[config.mk]
export PLATFORM = sky130hd
export DESIGN_NAME = vector_max_seq_flat
export DESIGN_NICKNAME = d
export VERILOG_FILES = /design/src/rtl/vector_max_seq_if.sv /design/src/rtl/vector_max_seq.sv /design/src/flat_wrapper.sv
export SDC_FILE = /design/constraint.sdc
export NUM_CORES = 1
export LEC_CHECK = 0
export BUFFER_PORTS_ARGS = -buffer_cell sky130_fd_sc_hd__buf_4
export CAP_MARGIN = 20
export CORE_ASPECT_RATIO = 1.5
export CORE_UTILIZATION = 25
export CTS_BUF_LIST = sky130_fd_sc_hd__clkbuf_16
export CTS_CLUSTER_DIAMETER = 60
export CTS_CLUSTER_SIZE = 16
export DETAILED_ROUTE_END_ITERATION = 6
export GPL_ROUTABILITY_DRIVEN = 1
export SYNTH_ARGS = -nofsm -noshare
export SYNTH_HDL_FRONTEND = slang
export SYNTH_SLANG_ARGS = --single-unit
[constraint.sdc]
create_clock -name clk -period 5.3 [get_ports clk]
set_clock_uncertainty 0.15 [all_clocks]
set_input_delay 0 -clock clk [delete_from_list [all_inputs] [get_ports clk]]
set_output_delay 0 -clock clk [all_outputs]
set_load 0.005 [all_outputs]
[src/rtl/vector_max_seq_if.sv]
// Bundle between the vector_max sequencer, its control FSM, the vector buffer
// and the shared vector_max unit.
interface vector_max_seq_if #(
    parameter int WIDTH  = 12,
    parameter int ADDR_W = 6
);
    logic                 start;
    logic [ADDR_W-1:0]    base_addr;
    logic [ADDR_W:0]      len;
    logic                 mem_rd_en;
    logic [ADDR_W-1:0]    mem_addr;
    logic [4*WIDTH-1:0]   mem_rdata;
    logic                 vm_start;
    logic [4*WIDTH-1:0]   vm_vec;
    logic [WIDTH-1:0]     vm_max;
    logic                 vm_done;
    logic [WIDTH-1:0]     max_out;
    logic [ADDR_W-1:0]    idx_out;
    logic                 done;
    logic                 busy;
    logic                 timeout_err;

    // Environment side: controller, buffer and vector_max unit.
    modport master (
        output start, base_addr, len, mem_rdata, vm_max, vm_done,
        input  mem_rd_en, mem_addr, vm_start, vm_vec, max_out, idx_out,
               done, busy, timeout_err
    );

    // Sequencer side.
    modport slave (
        input  start, base_addr, len, mem_rdata, vm_max, vm_done,
        output mem_rd_en, mem_addr, vm_start, vm_vec, max_out, idx_out,
               done, busy, timeout_err
    );
endinterface

[src/rtl/vector_max_seq.sv]
// Walks LEN buffered vectors through one shared vector_max unit and tracks the
// running maximum and the index of the first vector that produced it.
module vector_max_seq #(
    parameter int WIDTH   = 12,
    parameter int ADDR_W  = 6,
    parameter int TIMEOUT = 15
) (
    input logic              clk,
    input logic              reset,
    vector_max_seq_if.slave  bus
);
    localparam int TW = $clog2(TIMEOUT + 1);

    typedef enum logic [2:0] {S_IDLE, S_FETCH, S_LOAD, S_ISSUE, S_WAIT, S_DONE} state_t;

    state_t            state;
    logic [ADDR_W-1:0] base_r;
    logic [ADDR_W:0]   len_r;
    logic [ADDR_W:0]   cnt;
    logic [ADDR_W:0]   cnt_nxt;
    logic [TW-1:0]     tcnt;

    assign cnt_nxt = cnt + 1'b1;

    // All outputs are registered; strobes are set on the edge entering their state.
    always_ff @(posedge clk) begin
        if (reset) begin
            state           <= S_IDLE;
            base_r          <= '0;
            len_r           <= '0;
            cnt             <= '0;
            tcnt            <= '0;
            bus.mem_rd_en   <= 1'b0;
            bus.mem_addr    <= '0;
            bus.vm_start    <= 1'b0;
            bus.vm_vec      <= '0;
            bus.max_out     <= '0;
            bus.idx_out     <= '0;
            bus.done        <= 1'b0;
            bus.busy        <= 1'b0;
            bus.timeout_err <= 1'b0;
        end else begin
            bus.mem_rd_en <= 1'b0;
            bus.vm_start  <= 1'b0;
            bus.done      <= 1'b0;
            case (state)
                S_IDLE: begin
                    if (bus.start) begin
                        base_r          <= bus.base_addr;
                        len_r           <= bus.len;
                        cnt             <= '0;
                        bus.timeout_err <= 1'b0;
                        bus.busy        <= 1'b1;
                        if (bus.len == '0) begin
                            state <= S_DONE;
                        end else begin
                            state         <= S_FETCH;
                            bus.mem_rd_en <= 1'b1;
                            bus.mem_addr  <= bus.base_addr;
                        end
                    end
                end
                S_FETCH: state <= S_LOAD;
                S_LOAD: begin
                    bus.vm_vec   <= bus.mem_rdata;
                    bus.vm_start <= 1'b1;
                    state        <= S_ISSUE;
                end
                S_ISSUE: begin
                    tcnt  <= '0;
                    state <= S_WAIT;
                end
                S_WAIT: begin
                    if (bus.vm_done) begin
                        // Strict compare keeps the earliest index on ties.
                        if (cnt == '0 || bus.vm_max > bus.max_out) begin
                            bus.max_out <= bus.vm_max;
                            bus.idx_out <= cnt[ADDR_W-1:0];
                        end
                        cnt <= cnt_nxt;
                        if (cnt_nxt == len_r) begin
                            state <= S_DONE;
                        end else begin
                            state         <= S_FETCH;
                            bus.mem_rd_en <= 1'b1;
                            bus.mem_addr  <= base_r + cnt_nxt[ADDR_W-1:0];
                        end
                    end else if (tcnt == TW'(TIMEOUT - 1)) begin
                        bus.timeout_err <= 1'b1;
                        state           <= S_DONE;
                    end else begin
                        tcnt <= tcnt + 1'b1;
                    end
                end
                S_DONE: begin
                    bus.done <= 1'b1;
                    bus.busy <= 1'b0;
                    state    <= S_IDLE;
                end
                default: state <= S_IDLE;
            endcase
        end
    end
endmodule

[src/flat_wrapper.sv]
// flat-port wrapper written by rule: the top's interface ports become plain ports
module vector_max_seq_flat 
#(
    parameter int WIDTH   = 12,
    parameter int ADDR_W  = 6,
    parameter int TIMEOUT = 15
)
  (clk, reset, bus_start, bus_base_addr, bus_len, bus_mem_rdata, bus_vm_max, bus_vm_done, bus_mem_rd_en, bus_mem_addr, bus_vm_start, bus_vm_vec, bus_max_out, bus_idx_out, bus_done, bus_busy, bus_timeout_err);
  vector_max_seq_if #(.WIDTH(WIDTH), .ADDR_W(ADDR_W)) bus_i ();
  input logic clk;
  input logic reset;
  input wire logic [$bits(bus_i.start)-1:0] bus_start;
  input wire logic [$bits(bus_i.base_addr)-1:0] bus_base_addr;
  input wire logic [$bits(bus_i.len)-1:0] bus_len;
  input wire logic [$bits(bus_i.mem_rdata)-1:0] bus_mem_rdata;
  input wire logic [$bits(bus_i.vm_max)-1:0] bus_vm_max;
  input wire logic [$bits(bus_i.vm_done)-1:0] bus_vm_done;
  output wire logic [$bits(bus_i.mem_rd_en)-1:0] bus_mem_rd_en;
  output wire logic [$bits(bus_i.mem_addr)-1:0] bus_mem_addr;
  output wire logic [$bits(bus_i.vm_start)-1:0] bus_vm_start;
  output wire logic [$bits(bus_i.vm_vec)-1:0] bus_vm_vec;
  output wire logic [$bits(bus_i.max_out)-1:0] bus_max_out;
  output wire logic [$bits(bus_i.idx_out)-1:0] bus_idx_out;
  output wire logic [$bits(bus_i.done)-1:0] bus_done;
  output wire logic [$bits(bus_i.busy)-1:0] bus_busy;
  output wire logic [$bits(bus_i.timeout_err)-1:0] bus_timeout_err;
  assign bus_i.start = bus_start;
  assign bus_i.base_addr = bus_base_addr;
  assign bus_i.len = bus_len;
  assign bus_i.mem_rdata = bus_mem_rdata;
  assign bus_i.vm_max = bus_vm_max;
  assign bus_i.vm_done = bus_vm_done;
  assign bus_mem_rd_en = bus_i.mem_rd_en;
  assign bus_mem_addr = bus_i.mem_addr;
  assign bus_vm_start = bus_i.vm_start;
  assign bus_vm_vec = bus_i.vm_vec;
  assign bus_max_out = bus_i.max_out;
  assign bus_idx_out = bus_i.idx_out;
  assign bus_done = bus_i.done;
  assign bus_busy = bus_i.busy;
  assign bus_timeout_err = bus_i.timeout_err;
  vector_max_seq #(.WIDTH(WIDTH), .ADDR_W(ADDR_W), .TIMEOUT(TIMEOUT)) u_core (.clk(clk), .reset(reset), .bus(bus_i));
endmodule
Yosys cells after proc, flatten, opt, wreduce, memory -nomap -nowiden
Index checks and enable logic that the tools add are counted.
{"block": "word_totals", "register_bits": 104, "output_inout_bits": 77, "elab_cells": 78}
{"block": "classes", "n_addsub": 3, "n_lt_le_gt_ge": 1, "n_eq_ne": 15, "muxes": 30, "n_reduce_logical": 15}
{"op": "$mux W6", "count": 4}
{"op": "$mux W3", "count": 5}
{"op": "$pmux W3 S5", "count": 1}
{"op": "$logic_not A7 Y1", "count": 2}
{"op": "$mux W7", "count": 2}
{"op": "$pmux W7 S2", "count": 1}
{"op": "$gt A12 B12 Y1", "count": 1}
{"op": "$ne A2 B2 Y1 const B", "count": 6}
{"op": "$pmux W6 S2", "count": 1}
{"op": "$mux W1", "count": 10}
{"op": "$reduce_and A3 Y1", "count": 3}
{"op": "$mux W4", "count": 2}
{"op": "$pmux W4 S2", "count": 1}
{"op": "$add A7 B1 Y7 const B", "count": 1}
{"op": "$eq A7 B7 Y1", "count": 1}
{"op": "$add A6 B6 Y6", "count": 1}
{"op": "$eq A3 B2 Y1 const B", "count": 2}
{"op": "$eq A3 B3 Y1 const B", "count": 2}
{"op": "$pmux W1 S2", "count": 3}
{"op": "$reduce_and A2 Y1", "count": 3}
{"op": "$reduce_bool A2 Y1", "count": 3}
{"op": "$reduce_and A5 Y1", "count": 1}
{"op": "$add A4 B1 Y4 const B", "count": 1}
{"op": "$eq A4 B4 Y1 const B", "count": 1}
{"op": "6 further kinds", "count": 6}

Depth between registers and ports, before layout
{"block": "depth", "ltp_word": 5, "depth_mapped": 10, "ltp_nobuf": 9}

Least setup slack after synthesis
Ideal clock, no wire load.
{"block": "synth_path", "kind": "reg-to-reg", "startpoint": "reg u_core.cnt[0]", "endpoint": "reg u_core.bus.mem_addr[5]", "setup_time_ns": 0.091, "arrival_ns": 2.200, "path_slack_ns": 2.859, "path_stages_with_launch": 11, "path_buffers": 1, "period_less_slack_ns": 2.441, "path_cell_list": "dfxtp_1 -> clkbuf_1 -> inv_1 -> ha_1 -> ha_1 -> a211oi_1 -> o21bai_1 -> a21oi_1 -> xnor2_1 -> mux2i_1 -> a311oi_1"}
{"block": "synth_via", "elab_chain_len": 5}
{"element": "from (decl)", "line": "vector_max_seq.sv:19", "text": "logic [ADDR_W:0] cnt;"}
{"element": "from (signal assigned)", "line": "vector_max_seq.sv:80", "text": "cnt <= cnt_nxt;"}
{"element": "$add A7 B1 Y7 *", "line": "vector_max_seq.sv:23", "text": "assign cnt_nxt = cnt + 1'b1;"}
{"element": "$add A6 B6 Y6", "line": "vector_max_seq.sv:86", "text": "bus.mem_addr <= base_r + cnt_nxt[ADDR_W-1:0];"}
{"element": "$mux W6", "line": "vector_max_seq.sv:81", "text": "if (cnt_nxt == len_r) begin"}
{"element": "$mux W6", "line": "vector_max_seq.sv:74", "text": "if (bus.vm_done) begin"}
{"element": "$pmux W6 S2", "line": "vector_max_seq.sv:46", "text": "case (state)"}
{"element": "to (signal assigned)", "line": "vector_max_seq.sv:59", "text": "bus.mem_addr <= bus.base_addr;"}
{"element": "to (signal assigned)", "line": "vector_max_seq.sv:86"}
{"element": "to (decl)", "line": "vector_max_seq_if.sv:33", "text": "output mem_rd_en, mem_addr, vm_start, vm_vec, max_out, idx_out,"}
Every way passes the cells marked *; elsewhere a longest branch is shown, timed or not. The select of a mux whose other input is x is not followed.
A chain may end at the register's enable or synchronous reset.

Worst setup path after layout
{"block": "layout_path", "startpoint": "reg u_core.bus.max_out[3]", "endpoint": "reg u_core.bus.max_out[7]"}
{"block": "layout_via", "elab_chain_len": 3}
{"element": "from (decl)", "line": "vector_max_seq_if.sv:33"}
{"element": "from (signal assigned)", "line": "vector_max_seq.sv:77", "text": "bus.max_out <= bus.vm_max;"}
{"element": "$gt A12 B12 Y1", "line": "vector_max_seq.sv:76", "text": "if (cnt == '0 || bus.vm_max > bus.max_out) begin"}
{"element": "$logic_or A1 B1 Y1", "line": "vector_max_seq.sv:76"}
{"element": "$reduce_and A3 Y1 (no line)"}
Every way passes these cells.

==> flow_summary.toml <==
[sta]
maxSlewHeadroom_pct = 55.0
setup_tns_ps = 0
grt_setup_unrepaired = "false"
finalSetupViolations = 0
setup_ws_ps = 2230
worstMarginPinSlew_ps = 673
timing.final.crit_share_pct = 58.0
slew_violations = 0
fmax_ghz = 0.326
final_hold_viol_count = 0
fin_crit_ps = 3070

[worst_setup_path]
worstPathRequired_ps = 5450
critPathArrivalTime_ps = 3220
endpoint = "u_core.bus.max_out[7]"
r2r-start = "u_core.bus.max_out[3]"
critPathLaunchType = "register"
worstSetupStartpoint = "u_core.bus.max_out[3]"
crit_type = "reg2reg"
cp-end-kind = "register"
rr_endpoint = "u_core.bus.max_out[7]"
ff2ff_setup_slack_ps = 2230
path_max_fanout = 22
reg2regPathDepth = 10

[synth]
synth.most_common_cell = "nand2_1"
synth_cells = 583
synth_commonest_cells = "134 x nand2_1, 104 x dfxtp_1, 99 x a21oi_1"
yosysTopAreaCellShare_pct = 43.7
synth_area_leaders = "dfxtp_1 44%, nand2_1 11%, a21oi_1 10%"
yosysTopAreaCell = "dfxtp_1"
async_flop_share_pct = 0
synth_area_um2 = 4760
synth-edff-count = 0
synth_seq_cells = 104
ys_seq_area_share_pct = 43.7
synth_nets = 682
synth_cell_type_count = 51
syn_avg_cell_area_um2 = 8.17
yosysWarnings = 0
ys.flop_type = "dfxtp_1"

[cells_and_area]
nets = 927
antennaDiodeCount = 0
area_growth_pct = 61.5
drive_above_1_share_pct = 23.5
n_fill_cell = 1898
fin_util_pct = 41.3

[placed_design]
dp_hpwl_mm = 9.27
portBuffers = 153
post-place-ws_ps = 2520
place.gp.congestion = 0.803

[routing]
vias = 4863
ant_nets = 0
routed_wl_mm = 14.8
routedWlPerCell_um = 13.6
via_per_inst = 4.48
drt_pass1_iterations = 5
drtIter0Drc = 253
drc = 0

[power_and_ir_drop]
switching_share_pct = 25.7
p_per_area_nw_per_um2 = 261
combPwrFrac_pct = 18.0
power_leakage_nw = 3.32
max-vdd-ir-drop_mv = 0.134
p_switching_mw = 0.516
seq_power_share_pct = 42.7
pwr-share-clk_pct = 39.3
internal-power_mw = 1.49

[cts]
cts_tree = "done"
clock-sinks = 104
numCtsBuffers = 9
htreeDepth = 3
clk_latency_ps = 360
cts_setup_buffers = 0
holdBufCountCts = 119
root_buffer = "clkbuf_16"
path_clk_slew_ps = 70
cts.repair.resized = 0
clock_path_buffers = 2

[global_route]
grt_overflow = 0
grt_pass1_wl_mm = 23.2
grt_pass1_vias = 4747
antenna_found_initial = 0
grt_max_degree = 58
grt.total_usage_pct = 15.1

[floorplan]
die_height_um = 171
initial_core_util_pct = 25.6
ios = 154
die-width_um = 115
rows = 61
fp.coreArea_um2 = 18600
dieArea_um2 = 19600

[run_status]
status = "complete, no violations"

[flow_run]
cap_violations = 0

[min_path]
hold_start = "bus_mem_rdata[3]"
min_path_type = "in2reg"
## layout by cell type, fill, tap and decap left out, types with 2 or more instances in the layout
cell             n
mux2_2           2
inv_1           17
bufinv_16        3
nand3b_1         4
a211o_1          2
nor4_1           4
o21ai_0         10
xor2_1           7
and4_1           2
and3_1           3
dfxtp_1        104
or2_2            2
clkbuf_16        9
nand4_1          6
nor2_1          22
a21o_1          15
buf_4          157
nand2_1        134
nor2b_1          3
mux2i_1          8
xnor2_1          8
xnor3_1          2
inv_6            3
ha_1            21
dlygate4sd3_1  119
a21oi_1         99
a21bo_2          7
nor3_1           7
nand3_1         25
## state kept, by name (all words and copies together) (netlist names)
signal,cells
u_core.len_r,7
u_core.cnt,7
u_core.bus.mem_rd_en,1
u_core.bus.busy,1
u_core.tcnt,4
u_core.bus.vm_vec,48
u_core.bus.mem_addr,6
u_core.bus.vm_start,1
u_core.bus.max_out,12
u_core.state,3
u_core.bus.idx_out,6
u_core.base_r,6
u_core.bus.timeout_err,1
u_core.bus.done,1
## per-stage QoR
| stage | std cells | power, mW | area (um2) | hold WS (ps) |
|---|---|---|---|---|
| final | 1085 | 2.01 | 7690 | 283 |
| after global routing | 1085 | 2.10 | 7690 | 277 |
| after CTS | 1084 | 2.03 | 7670 | 260 |
| after detailed placement | 949 | 1.16 | 6130 | 107 |
| after global placement | 948 | 1.15 | 6110 | 96.4 |
| after floorplan | 583 | 1.01 | 4760 | -14.0 |
## routing by layer
layer | global-route usage (%) | vias to the layer above | share of wire, %
met4 | 8.36 | 0 | 4.0
met3 | 3.08 | 37 | 3.7
met5 | 0 | - | 0
met2 | 25.7 | 131 | 50
li1 | - | 2463 | -
met1 | 17.5 | 2232 | 43
## worst min-delay path by stage
stage	end	slack [ps]	depth (start not counted)
floorplan	u_core.base_r[0]	-10	2
global placement	u_core.bus.vm_vec[2]	100	3
detailed placement	u_core.bus.vm_vec[6]	110	3
CTS	u_core.bus.vm_vec[2]	260	4
global route	u_core.bus.vm_vec[0]	280	4
finish	u_core.bus.vm_vec[3]	280	4
## power groups by stage
stage | Sequential (mW) | Combinational [mW] | Clock, mW
global route | 0.863 | 0.396 | 0.842
finish | 0.857 | 0.361 | 0.788
global placement | 0.873 | 0.280 | 0
CTS | 0.857 | 0.355 | 0.816
detailed placement | 0.875 | 0.283 | 0
floorplan | 0.866 | 0.148 | 0
## cells by family (layout without fill, tap and decap cells)
kind of cell             count (synthesis)  in the layout  share of synthesized area (%)
AO/OA/AOI/OAI                          143            143                           17.6
XOR/XNOR                                18             18                           4.20
adder cells (fa/ha/maj)                 22             22                           5.93
buffers and inverters                   61            311                           5.02
flip-flops                             104            104                           43.7
multiplexers                            10             10                           2.15
AND/OR/NAND/NOR                        225            225                           21.4
## layout make-up
cell class	count	area [um2]	share of cell area (%)
inverters	17	63.8	0.829
clock inverters	7	124	1.61
well taps	252	315	4.10
clock buffers	9	225	2.93
repair buffers	278	2420	31.4
multi-input cells	418	2470	32.1
flip-flops and latches	104	2080	27.1
## critical path: stages, from the launching register on
cell and delay, ps:
dfxtp_1 340, inv_1 60, ha_1 310, and3_1 190
a221o_1 370, a211oi_2 280, o21ai_2 230, buf_16 230
a21o_1 170, a21oi_1 130, dlygate4sd3_1 560
Power figures use the tool's default switching activity.
